<file path="config.mk">
export PLATFORM = sky130hd
export DESIGN_NAME = fetch_controller
export DESIGN_NICKNAME = d
export VERILOG_FILES = /design/src/rtl/fetch_controller.sv
export SDC_FILE = /design/constraint.sdc
export NUM_CORES = 1
export LEC_CHECK = 0
export ABC_CLOCK_PERIOD_IN_PS = 4220
export CAP_MARGIN = 10
export CELL_PAD_IN_SITES_DETAIL_PLACEMENT = 1
export CELL_PAD_IN_SITES_GLOBAL_PLACEMENT = 2
export CORE_MARGIN = 2
export CORE_UTILIZATION = 27
export DETAILED_ROUTE_END_ITERATION = 12
export HOLD_SLACK_MARGIN = 0.02
export PLACE_DENSITY = 0.81
export SLEW_MARGIN = 5
export SYNTH_ARGS = -nofsm -noshare
export SYNTH_HDL_FRONTEND = slang
export SYNTH_SLANG_ARGS = --single-unit
</file>
<file path="constraint.sdc">
create_clock -name clock -period 4.22 [get_ports clock]
set_input_delay 0.633 -clock clock [delete_from_list [all_inputs] [get_ports clock]]
set_output_delay 0.633 -clock clock [all_outputs]
set_load 0.02 [all_outputs]
</file>
<file path="src/rtl/fetch_controller.sv">
// rtl/fetch_controller.sv - IF-stage instruction fetch sequencer (optional FETCH_PERF_COUNTERS_EN adds fetch/stall counters)
module fetch_controller #(
  parameter int unsigned ADDR_WIDTH = 5,
  parameter logic [31:0] RESET_PC   = 32'h0000_0000
) (
  input  logic                  clock,
  input  logic                  reset,
  input  logic                  enable,
  input  logic                  branch_taken,
  input  logic [31:0]           branch_target,
  input  logic                  if_ready,
  output logic                  if_valid,
  output logic [31:0]           if_instruction,
  output logic [31:0]           if_pc,
  output logic                  mem_read,
  output logic [ADDR_WIDTH-1:0] mem_address,
  input  logic [31:0]           mem_instruction,
  input  logic                  mem_busywait
`ifdef FETCH_PERF_COUNTERS_EN
  ,
  output logic [31:0]           fetch_count,
  output logic [31:0]           stall_count
`endif
);

  typedef enum logic [1:0] {S_IDLE, S_REQ, S_WAIT, S_HOLD} state_t;

  state_t                state_q, state_d;
  logic [31:0]           pc_q, pc_d;
  logic                  squash_q, squash_d;
  logic                  mem_read_q, mem_read_d;
  logic [ADDR_WIDTH-1:0] mem_address_q, mem_address_d;
  logic                  if_valid_q, if_valid_d;
  logic [31:0]           if_instruction_q, if_instruction_d;
  logic [31:0]           if_pc_q, if_pc_d;
  logic [31:0]           target_word;
  state_t                resume_state;

  // Redirect targets are word aligned; the low byte-offset bits are discarded.
  assign target_word  = branch_target & 32'hFFFF_FFFC;
  assign resume_state = enable ? S_REQ : S_IDLE;

  // Next-state, PC, squash and registered-output computation.
  always_comb begin
    state_d          = state_q;
    pc_d             = pc_q;
    squash_d         = squash_q;
    if_valid_d       = if_valid_q;
    if_instruction_d = if_instruction_q;
    if_pc_d          = if_pc_q;
    unique case (state_q)
      S_IDLE: begin
        if (branch_taken) pc_d = target_word;
        if (enable) state_d = S_REQ;
      end
      S_REQ: begin
        state_d = S_WAIT;
        // Memory has already sampled this read, so its response must be squashed.
        if (branch_taken) begin
          squash_d = 1'b1;
          pc_d     = target_word;
        end
      end
      S_WAIT: begin
        if (!mem_busywait) begin
          if (squash_q || branch_taken) begin
            squash_d = 1'b0;
            if (branch_taken) pc_d = target_word;
            state_d = resume_state;
          end else begin
            if_instruction_d = mem_instruction;
            if_pc_d          = pc_q;
            if_valid_d       = 1'b1;
            pc_d             = pc_q + 32'd4;
            state_d          = S_HOLD;
          end
        end else if (branch_taken) begin
          squash_d = 1'b1;
          pc_d     = target_word;
        end
      end
      S_HOLD: begin
        // A redirect wins over a simultaneous handshake: the held word is dropped.
        if (branch_taken) begin
          if_valid_d = 1'b0;
          pc_d       = target_word;
          state_d    = resume_state;
        end else if (if_ready) begin
          if_valid_d = 1'b0;
          state_d    = resume_state;
        end
      end
      default: state_d = S_IDLE;
    endcase
    mem_read_d    = (state_d == S_REQ);
    mem_address_d = pc_d[ADDR_WIDTH+1:2];
  end

  // State and output registers.
  always_ff @(posedge clock or posedge reset) begin
    if (reset) begin
      state_q          <= S_IDLE;
      pc_q             <= RESET_PC;
      squash_q         <= 1'b0;
      mem_read_q       <= 1'b0;
      mem_address_q    <= RESET_PC[ADDR_WIDTH+1:2];
      if_valid_q       <= 1'b0;
      if_instruction_q <= 32'd0;
      if_pc_q          <= 32'd0;
    end else begin
      state_q          <= state_d;
      pc_q             <= pc_d;
      squash_q         <= squash_d;
      mem_read_q       <= mem_read_d;
      mem_address_q    <= mem_address_d;
      if_valid_q       <= if_valid_d;
      if_instruction_q <= if_instruction_d;
      if_pc_q          <= if_pc_d;
    end
  end

  assign if_valid       = if_valid_q;
  assign if_instruction = if_instruction_q;
  assign if_pc          = if_pc_q;
  assign mem_read       = mem_read_q;
  assign mem_address    = mem_address_q;

`ifdef FETCH_PERF_COUNTERS_EN
  logic [31:0] fetch_count_q, fetch_count_d;
  logic [31:0] stall_count_q, stall_count_d;

  // Transfer and stall-cycle counting; both wrap modulo 2^32.
  always_comb begin
    fetch_count_d = fetch_count_q;
    stall_count_d = stall_count_q;
    if ((state_q == S_HOLD) && if_valid_q && if_ready && !branch_taken)
      fetch_count_d = fetch_count_q + 32'd1;
    if (((state_q == S_WAIT) && mem_busywait) || ((state_q == S_HOLD) && !if_ready))
      stall_count_d = stall_count_q + 32'd1;
  end

  // Counter registers.
  always_ff @(posedge clock or posedge reset) begin
    if (reset) begin
      fetch_count_q <= 32'd0;
      stall_count_q <= 32'd0;
    end else begin
      fetch_count_q <= fetch_count_d;
      stall_count_q <= stall_count_d;
    end
  end

  assign fetch_count = fetch_count_q;
  assign stall_count = stall_count_q;
`endif

endmodule

</file>
==> run summary <==
Worst Setup Start Kind -> input port
Number of distinct library cells after synthesis -> 53
Comb pwr share -> 39.4%
Power per cell area -> 620 mW/mm^2
Utilization after layout -> 38.8%
CTS sink count -> 101
Worst Reg-to-Reg Cells -> 6
1st-pass router iterations -> 4
Overflow after GRT -> 0
Syn Area/Cell -> 9.01 sq um
Dpl cells -> 840
Slew @ Worst Pin -> 1.11 ns
Largest net degree at the start of global routing -> 58
P_sw -> 1.45 mW
Worst R2R Start -> mem_address[0]
Fillers -> 1916
H-tree Lvls -> 3
EDFF count, synth -> 0
Seq/Total Area, Yosys -> 55.3%
Avg WL per Cell -> 16.4 um
Area Growth Syn to Fin -> 41.0%
Crit path from -> branch_taken
LEAKAGE -> 2.89 nW
Layout Cells excl Fill -> 856
Tot Pwr -> 4.00 mW
Post-CTS Setup Repair Bufs -> 0
Hold Slack -> 0.466 ns
Reg power frac -> 38.9%
# diodes -> 0
Critical path class -> in -> reg
Pre-CTS setup slack -> 1.13 ns
CP peak stage delay -> 0.77 ns
R2R Setup Slk -> 1.78 ns
CP Capture Type -> flop
Row Count -> 47
RSZ-0062 raised after global routing -> false
Top post-synthesis cells by count -> nand2_1 (212), dfrtp_1 (101), nor2_1 (26)
Multi-input logic area -> 0.00185 sq mm
Fmax achieved -> 363 MHz
Inserted Clock Buffers -> 9
Via count -> 4110
Placed instance area -> 0.00613 sq mm
Post-Synthesis Cells -> 507
Starting Density -> 27.5%
Status -> complete, no violations
R2R Path End -> pc_q[22]
Req. time, crit path -> 4.43 ns
Peak VDD IR -> 226 uV
Initial antenna violation count -> 1
Die area -> 0.0180 sq mm
CTS root buf -> clkbuf_16
Vias in the first global route -> 4451
Final Worst Setup Slack -> 1.46 ns
Top Family by Delay on Critical Path -> simple AND/OR/NAND/NOR gates
Syn nets -> 578
Drt drc -> 0
Clock Tree Buf Depth -> 2
Ranking of synthesized cells by area -> dfrtp_1 (55%), nand2_1 (17%), nor2_1 (2.1%), a21oi_1 (1.8%), nand4_1 (1.4%)
Placeable Area -> 0.0166 sq mm
CP Cell Sequence -> clkdlybuf4s50_1 > nor3_2 > and2_2 > nand2_1 > o211ai_1 > o311ai_1
Die H -> 134 um
Final HPWL DP -> 10000 um
Minimum clock period -> 2.76 ns
Internal -> 2.55 mW
Clk slew on worst S/H paths -> 0.07 ns
Number of vias per cell -> 4.80
Sequential Area -> 0.00253 sq mm
Synth Warn # -> 0
Most area-hungry cell type in the Yosys netlist -> dfrtp_1
Total GRT Usage -> 16.0%
Switching Share -> 36.2%
Max cap viols -> 0
Port bufs -> 138
Non-Filler Cell Area, Final -> 0.00644 sq mm
Wirelength, routed -> 14000 um
Clk pwr share -> 21.7%
Share of cells above drive strength 1 -> 6.60%
Final #Nets -> 702
Worst path bufs/invs -> 1
WP data arrival -> 2.97 ns
First-pass GRT wire length -> 22900 um
Count leader, synth -> nand2_1
Skew final -> 0.00874 ns
Hold Crit Class -> reg -> reg
Crit path max fanout -> 37
Clk_lat worst skew -> 0.35 ns
Synth Flop Type -> dfrtp_1
Min-Delay Path Depth -> 2
FFs w/ async S/R, synth -> 100%
Flops & latches, synth -> 101
Final hold vios -> 0
Post-Syn Area -> 0.00457 sq mm
Die width -> 134 um
TritonCTS clock tree -> built
Slew Viols, Final -> 0
Hold-fix buffers, CTS -> 0
Crit path max-delay cell type -> and2_2
# resized after CTS -> 0
DRT iter0 DRCs -> 180
Critical Path End -> pc_q[19]
ANT nets after route -> 0
I/O pin total -> 141
TNS Setup -> 0 ns
Cell count along the critical path -> 6
Headroom to the max-slew limit -> 26.1%
Setup-failing EPs final -> 0
Placer Congestion -> 0.758
Crit share post-route -> 65.3%
Top-area cell type share of the netlist area -> 55.3%
[power groups by stage]
stage | Combinational, mW | Clock (mW) | Sequential [mW]
floorplan | 0.431 | 0 | 1.89
global placement | 1.57 | 0 | 1.55
detailed placement | 1.60 | 0 | 1.57
CTS | 1.61 | 0.893 | 1.56
global route | 1.71 | 0.932 | 1.61
finish | 1.58 | 0.865 | 1.55
[worst min-delay path by stage]
stage,from,end,slack [ns]
global placement,pc_q[1],if_pc[1],0.45
detailed placement,pc_q[1],if_pc[1],0.45
finish,pc_q[1],if_pc[1],0.47
floorplan,pc_q[0],if_pc[0],0.43
CTS,pc_q[1],if_pc[1],0.47
global route,pc_q[0],if_pc[0],0.50
[cell type report]
type / count / share of cell area, %
inverters: 8 / 0.505
clock inverters: 5 / 0.913
clock buffers: 11 / 3.92
flip-flops and latches: 101 / 39.2
well taps: 220 / 4.27
multi-input cells: 365 / 28.8
repair buffers: 146 / 22.4
[tightest hold or removal path: stages (launching register included)]
cell and delay, ns:
dfrtp_1 0.34, nand2_1 0.05, nand2_1 0.05
[layer usage]
| metal | GRT usage [%] | routed length, um | up-vias |
|---|---|---|---|
| li1 | - | - | 1942 |
| met1 | 20.5 | 6150 | 2047 |
| met2 | 26.9 | 6790 | 105 |
| met3 | 4.42 | 902 | 14 |
| met4 | 4.21 | 166 | 2 |
| met5 | 0 | 12 | - |
[registers in the layout, summed over array words and instances (netlist names)]
register and flops:
if_instruction 32, if_pc 32, pc_q 28, mem_address 4, state_q 2, if_valid 1, mem_read 1, squash_q 1
[logic make-up after synthesis]
group,after synthesis,synth area share (%)
buffers and inverters,41,4.16
flip-flops,101,55.3
multiplexers,6,1.34
AND/OR/NAND/NOR,286,27.5
AO/OA/AOI/OAI,72,11.3
adder cells (fa/ha/maj),1,0.274
[placed cells by master (no fill, tap or decap), types with 7 or more instances in the layout]
cell type | Yosys | layout
dfrtp_1 | 101 | 101
clkbuf_16 | 0 | 9
inv_1 | 8 | 7
o21ai_0 | 12 | 12
nand2_1 | 212 | 211
clkdlybuf4s50_1 | 0 | 138
a21oi_1 | 16 | 16
nand4_1 | 10 | 10
nand3_1 | 10 | 10
nor2_1 | 26 | 26
buf_4 | 5 | 8
Note: power is estimated with default switching activity, not from simulation.
